### config.mk
export PLATFORM = sky130hd
export DESIGN_NAME = riscv_multicycle_fsm
export DESIGN_NICKNAME = d
export VERILOG_FILES = /design/src/rtl/riscv_multicycle_fsm.sv
export SDC_FILE = /design/constraint.sdc
export NUM_CORES = 1
export LEC_CHECK = 0
export ABC_AREA = 1
export BUFFER_PORTS_ARGS = -buffer_cell sky130_fd_sc_hd__buf_2
export CORE_UTILIZATION = 25
export DETAILED_ROUTE_END_ITERATION = 8
export MAX_ROUTING_LAYER = met4
export PLACE_DENSITY_LB_ADDON = 0.3
export SLEW_MARGIN = 0
export SYNTH_ARGS = -nofsm -noshare
export SYNTH_HDL_FRONTEND = slang
export SYNTH_SLANG_ARGS = --single-unit
### constraint.sdc
create_clock -name i_clk -period 2.25 [get_ports i_clk]
set_clock_uncertainty 0.05 [all_clocks]
set_input_delay 0.1125 -clock i_clk [delete_from_list [all_inputs] [get_ports i_clk]]
set_output_delay 0.1125 -clock i_clk [all_outputs]
set_load 0.005 [all_outputs]
### src/rtl/riscv_multicycle_fsm.sv
// rtl/riscv_multicycle_fsm.sv - main control FSM for the multicycle RISC-V core
//
// Purpose:
//   Steps each instruction through fetch / decode / execute / memory /
//   writeback. It drives the datapath mux selects and enables, and it gives
//   the 2-bit ALU op to the ALU-control decoder. Cache accesses stall on
//   i_mem_ready. It also counts retired instructions.
//
// Ports:
//   i_clk            system clock, rising edge
//   i_rst            asynchronous active-high reset
//   i_op[6:0]        opcode from the instruction register
//   i_zero           ALU zero flag (used only in BEQ)
//   i_mem_ready      cache acknowledge for the current request
//   o_mem_req        cache access request
//   o_mem_write      request is a store
//   o_adr_src        address select: 0 = PC, 1 = ALUOut
//   o_ir_write       load instruction register
//   o_pc_write       load PC
//   o_reg_write      register-file write enable
//   o_result_src     00 = ALUOut, 01 = read data, 10 = ALU result
//   o_alu_src_a      00 = PC, 01 = OldPC, 10 = rs1
//   o_alu_src_b      00 = rs2, 01 = immediate, 10 = constant 4
//   o_imm_src        immediate format select
//   o_alu_op         00 = add, 01 = subtract/compare, 10 = funct decode
//   o_illegal_op     high while trapped on an unknown opcode
//   o_retire_count   retired-instruction counter

module riscv_multicycle_fsm #(
  parameter int CNT_W = 32
) (
  input  logic             i_clk,
  input  logic             i_rst,
  input  logic [6:0]       i_op,
  input  logic             i_zero,
  input  logic             i_mem_ready,
  output logic             o_mem_req,
  output logic             o_mem_write,
  output logic             o_adr_src,
  output logic             o_ir_write,
  output logic             o_pc_write,
  output logic             o_reg_write,
  output logic [1:0]       o_result_src,
  output logic [1:0]       o_alu_src_a,
  output logic [1:0]       o_alu_src_b,
  output logic [1:0]       o_imm_src,
  output logic [1:0]       o_alu_op,
  output logic             o_illegal_op,
  output logic [CNT_W-1:0] o_retire_count
);

  localparam logic [6:0] OP_LOAD   = 7'b0000011;
  localparam logic [6:0] OP_STORE  = 7'b0100011;
  localparam logic [6:0] OP_RTYPE  = 7'b0110011;
  localparam logic [6:0] OP_ITYPE  = 7'b0010011;
  localparam logic [6:0] OP_JAL    = 7'b1101111;
  localparam logic [6:0] OP_BRANCH = 7'b1100011;

  typedef enum logic [3:0] {
    S_FETCH    = 4'd0,
    S_DECODE   = 4'd1,
    S_MEMADR   = 4'd2,
    S_MEMREAD  = 4'd3,
    S_MEMWB    = 4'd4,
    S_MEMWRITE = 4'd5,
    S_EXECR    = 4'd6,
    S_EXECI    = 4'd7,
    S_ALUWB    = 4'd8,
    S_JAL      = 4'd9,
    S_BEQ      = 4'd10,
    S_TRAP     = 4'd11
  } state_t;

  state_t           r_state;
  state_t           w_next;
  logic [CNT_W-1:0] r_retire_count;

  logic       w_mem_req;
  logic       w_mem_write;
  logic       w_adr_src;
  logic       w_ir_write;
  logic       w_pc_write;
  logic       w_reg_write;
  logic [1:0] w_result_src;
  logic [1:0] w_alu_src_a;
  logic [1:0] w_alu_src_b;
  logic [1:0] w_imm_src;
  logic [1:0] w_alu_op;
  logic       w_illegal_op;
  logic       w_retire;

  always_ff @(posedge i_clk or posedge i_rst) begin
    if (i_rst) begin
      r_state <= S_FETCH;
    end else begin
      r_state <= w_next;
    end
  end

  // Every state that can reach FETCH (other than FETCH stalling on itself)
  // is the last cycle of a completed instruction. TRAP never reaches FETCH,
  // so the counter holds there.
  assign w_retire = (w_next == S_FETCH) && (r_state != S_FETCH);

  always_ff @(posedge i_clk or posedge i_rst) begin
    if (i_rst) begin
      r_retire_count <= '0;
    end else if (w_retire) begin
      r_retire_count <= r_retire_count + CNT_W'(1);
    end
  end

  always_comb begin
    w_next       = r_state;
    w_mem_req    = 1'b0;
    w_mem_write  = 1'b0;
    w_adr_src    = 1'b0;
    w_ir_write   = 1'b0;
    w_pc_write   = 1'b0;
    w_reg_write  = 1'b0;
    w_result_src = 2'b00;
    w_alu_src_a  = 2'b00;
    w_alu_src_b  = 2'b00;
    w_alu_op     = 2'b00;
    w_illegal_op = 1'b0;

    case (r_state)
      S_FETCH: begin
        // PC + 4 is computed in the same cycle. The IR and PC load only on
        // the cycle the cache acknowledges the request.
        w_mem_req    = 1'b1;
        w_alu_src_b  = 2'b10;
        w_result_src = 2'b10;
        w_ir_write   = i_mem_ready;
        w_pc_write   = i_mem_ready;
        if (i_mem_ready) begin
          w_next = S_DECODE;
        end
      end
      S_DECODE: begin
        // The branch target OldPC + imm is computed here and waits in ALUOut.
        w_alu_src_a = 2'b01;
        w_alu_src_b = 2'b01;
        case (i_op)
          OP_LOAD, OP_STORE: w_next = S_MEMADR;
          OP_RTYPE:          w_next = S_EXECR;
          OP_ITYPE:          w_next = S_EXECI;
          OP_JAL:            w_next = S_JAL;
          OP_BRANCH:         w_next = S_BEQ;
          default:           w_next = S_TRAP;
        endcase
      end
      S_MEMADR: begin
        w_alu_src_a = 2'b10;
        w_alu_src_b = 2'b01;
        // op[5] tells a store (0100011) from a load (0000011).
        w_next      = i_op[5] ? S_MEMWRITE : S_MEMREAD;
      end
      S_MEMREAD: begin
        w_mem_req = 1'b1;
        w_adr_src = 1'b1;
        if (i_mem_ready) begin
          w_next = S_MEMWB;
        end
      end
      S_MEMWB: begin
        w_result_src = 2'b01;
        w_reg_write  = 1'b1;
        w_next       = S_FETCH;
      end
      S_MEMWRITE: begin
        w_mem_req   = 1'b1;
        w_mem_write = 1'b1;
        w_adr_src   = 1'b1;
        if (i_mem_ready) begin
          w_next = S_FETCH;
        end
      end
      S_EXECR: begin
        w_alu_src_a = 2'b10;
        w_alu_src_b = 2'b00;
        w_alu_op    = 2'b10;
        w_next      = S_ALUWB;
      end
      S_EXECI: begin
        w_alu_src_a = 2'b10;
        w_alu_src_b = 2'b01;
        w_alu_op    = 2'b10;
        w_next      = S_ALUWB;
      end
      S_ALUWB: begin
        w_reg_write = 1'b1;
        w_next      = S_FETCH;
      end
      S_JAL: begin
        // The target comes from ALUOut (computed in DECODE). OldPC + 4 is
        // computed now and written as the link in ALUWB.
        w_alu_src_a = 2'b01;
        w_alu_src_b = 2'b10;
        w_pc_write  = 1'b1;
        w_next      = S_ALUWB;
      end
      S_BEQ: begin
        w_alu_src_a = 2'b10;
        w_alu_src_b = 2'b00;
        w_alu_op    = 2'b01;
        w_pc_write  = i_zero;
        w_next      = S_FETCH;
      end
      S_TRAP: begin
        w_illegal_op = 1'b1;
      end
      default: begin
        w_next = S_FETCH;
      end
    endcase
  end

  always_comb begin
    w_imm_src = 2'b00;
    case (i_op)
      OP_STORE:  w_imm_src = 2'b01;
      OP_BRANCH: w_imm_src = 2'b10;
      OP_JAL:    w_imm_src = 2'b11;
      default:   w_imm_src = 2'b00;
    endcase
  end

  // The state resets to FETCH, and FETCH itself requests memory. So the
  // decoded outputs are masked while reset is held. This keeps the cache
  // idle until the first cycle after deassertion.
  assign o_mem_req      = i_rst ? 1'b0  : w_mem_req;
  assign o_mem_write    = i_rst ? 1'b0  : w_mem_write;
  assign o_adr_src      = i_rst ? 1'b0  : w_adr_src;
  assign o_ir_write     = i_rst ? 1'b0  : w_ir_write;
  assign o_pc_write     = i_rst ? 1'b0  : w_pc_write;
  assign o_reg_write    = i_rst ? 1'b0  : w_reg_write;
  assign o_result_src   = i_rst ? 2'b00 : w_result_src;
  assign o_alu_src_a    = i_rst ? 2'b00 : w_alu_src_a;
  assign o_alu_src_b    = i_rst ? 2'b00 : w_alu_src_b;
  assign o_imm_src      = i_rst ? 2'b00 : w_imm_src;
  assign o_alu_op       = i_rst ? 2'b00 : w_alu_op;
  assign o_illegal_op   = i_rst ? 1'b0  : w_illegal_op;
  assign o_retire_count = r_retire_count;

endmodule

==> summary.txt <==
Setup path
  – Crit. End Element: output port
  – Crit Path Category: register to output port
  – Worst Path Arrival: roughly 1.9 ns
  – CP Max Fanout: 20
  – CP startpoint kind: register
  – CP required: between 2 and 2.5 ns

Clocking
  – CTS Buf Count: 5
  – Setup Buffers After CTS: 0
  – Clock Tree Root: clkbuf_8
  – CTS tree: built
  – H-tree Lvls: 2
  – Worst skew pair latency: 0.30 ns
  – Clk slew on worst S/H paths: approximately 0.08 ns
  – Buffers from clock root to sink, at most: 2
  – Sink Count: 36

Final layout
  – Nets: approximately 500
  – Final cell count without fillers: 643
  – Area growth syn-to-layout: 18.56%
  – Layout cells sized above 1: 17.10%
  – Ant diodes: 0
  – Fin util: just over 30%

Placed design
  – Placer Congestion: about 0.91
  – Dpl cells: between 600 and 700
  – Worst slack, placed: roughly 0.34 ns
  – Post-DP HPWL: approximately 6.2 mm
  – I/O Buffers: 59

Floorplan
  – Core box area: 10,840 um2
  – Num rows: 38
  – Die Height: roughly 110 um
  – I/O pin count: 60
  – Die ar.: about 12,000 um2
  – Initial Util: 25.68%
  – Die Width: ~110 um

Logic synthesis
  – Synth area leaders: dfrtp_1, nand2_1, nor2_1, nand4_1, inv_1
  – Top_reg_cell synth: dfrtp_1
  – Post-Syn Area: 2784 um2
  – Synth Area per Inst: about 6.3 um2
  – Share of the synthesized area in the top cell type: between 30 and 40%
  – Yosys reg bits: 36
  – Dominant cell type by area after synthesis: dfrtp_1
  – Synth warnings: 0
  – Instance count of the mapped netlist: 444
  – Yosys cell types: 28
  – Seq/Total Area, Yosys: about 32%
  – Post-synth EDFFs: 0
  – Count leader, synth: nand2_1
  – Synth top cells by count: nand2_1, nor2_1, dfrtp_1, inv_1, nand4_1
  – Syn_nets: 456
  – Ys async rst share: 100.0%

Timing
  – Final hold vios: 0
  – Post-route minimum period: between 2 and 2.5 ns
  – Final period utilization: between 80% and 90%
  – Slew Limit Fails: 0
  – Maximum clock frequency: 497.3 MHz
  – Relative slew slack: between 60% and 70%
  – RSZ-0062 raised after global routing: no
  – Setup ws final: between 0.2 and 0.25 ns
  – Count of final setup violators: 0
  – Measured slew at the worst slew-check pin: about 0.48 ns
  – Setup TNS: 0 ns

Drt
  – First drt pass iteration count: 4
  – Vias: 2,947
  – DRC viols: 0
  – Avg WL per Cell: 12.32 um
  – Post-Route WL: between 7 and 8 mm
  – DRT antenna net count: 0
  – Number of DRC markers in iteration 0: between 100 and 150
  – DR vias/cell: ~4.6

Power
  – Pwr/cell area: 886.9 nW/um2
  – Overall power: around 3 mW
  – Max rail drop VDD: between 0.0006 and 0.0007 V
  – Leak pwr: about 1.7 nW

GRT
  – Antenna violations before repair: 0
  – Largest net degree at the start of global routing: 37
  – Gr usage total: approximately 15%
  – Global-route wire length before repair: about 13 mm
  – Remaining Overflow, GRT: 0
  – Vias in the first global route: between 2,000 and 3,000

Run status
  – Status: finished clean

Worst hold path
  – Hold Crit Class: input pin to asynchronous set/reset pin

Run
  – Max-cap violations: 0
## critical path, stage by stage (launching register included)
cell	delay, ns
dfrtp_1	0.46
nor2_2	0.27
nand2_2	0.25
buf_4	0.28
a21oi_1	0.16
buf_2	0.12
## layout by cell type, fill, tap and decap left out, drive strengths merged, types with 4 or more instances in the layout
| master | Yosys | routed |
|---|---|---|
| clkbuf | 1 | 7 |
| nor2 | 83 | 83 |
| a21oi | 7 | 7 |
| inv | 38 | 38 |
| dfrtp | 36 | 36 |
| xnor2 | 4 | 4 |
| nand3b | 11 | 11 |
| nand4 | 34 | 34 |
| buf | 13 | 65 |
| nand2 | 178 | 178 |
| xor2 | 11 | 11 |
| nand3 | 19 | 19 |
## path summary, 6_finish.rpt
kind	from	to	slack (ns)	depth (start not counted)
max reg2reg	o_retire_count[0]	o_retire_count[22]	0.32	10
min reg2reg	o_retire_count[31]	o_retire_count[31]	0.48	2
max in group asynchronous	i_rst	o_retire_count[28]	1.77	3
min	i_rst	r_state[2]	0.04	3
max	r_state[2]	o_alu_src_b[1]	0.24	5
min in group i_clk	i_op[5]	r_state[1]	0.15	4
## flip-flops by register name (all words and copies together) (netlist names)
| signal | count |
|---|---|
| o_retire_count | 32 |
| r_state | 4 |
## cell type report
type | count | area (um2)
well taps | 140 | 175.2
inverters | 38 | 142.6
flip-flops and latches | 36 | 900.9
clock inverters | 1 | 7.507
repair buffers | 65 | 340.3
multi-input cells | 356 | 1648
fillers | 1238 | 7540
clock buffers | 7 | 86.33
## where the power goes
| group | leakage [nW] | switching [mW] | internal (mW) |
|---|---|---|---|
| Clock | 0.0445 | 0.248 | 0.249 |
| Combinational | 1.15 | 1.15 | 0.457 |
| Sequential | 0.494 | 0.105 | 0.718 |
## per-layer routing
metal  global-route usage (%)  wire length (um)
met1                    21.03              4076
met2                    22.89              3392
met3                    2.361               390
met4                    3.229                63
met5                        -                 0
## cells by family (layout without fill, tap and decap cells)
| group | count (synthesis) | count (layout) | synth area share [%] |
|---|---|---|---|
| AND/OR/NAND/NOR | 328 | 328 | 51.37 |
| XOR/XNOR | 15 | 15 | 4.719 |
| AO/OA/AOI/OAI | 12 | 12 | 2.562 |
| flip-flops | 36 | 36 | 32.36 |
| buffers and inverters | 52 | 111 | 8.539 |
| adder cells (fa/ha/maj) | 1 | 1 | 0.4494 |
## metrics by stage
step / hold WS, ns / instance area (um2)
floorplan: 0.2028 / 2784
global placement: 0.3807 / 3204
detailed placement: 0.3840 / 3204
CTS: 0.06265 / 3298
global route: 0.1025 / 3301
finish: 0.03664 / 3301
## repair_timing
| action | 4_1_cts | 5_1_grt |
|---|---|---|
| resized for setup | 0 | 1 |
| setup endpoints to repair | 0 | 3 |
| hold buffers | 0 | 0 |
| endpoints found under the hold margin | 0 | 0 |
Note: power is estimated with default switching activity, not from simulation.
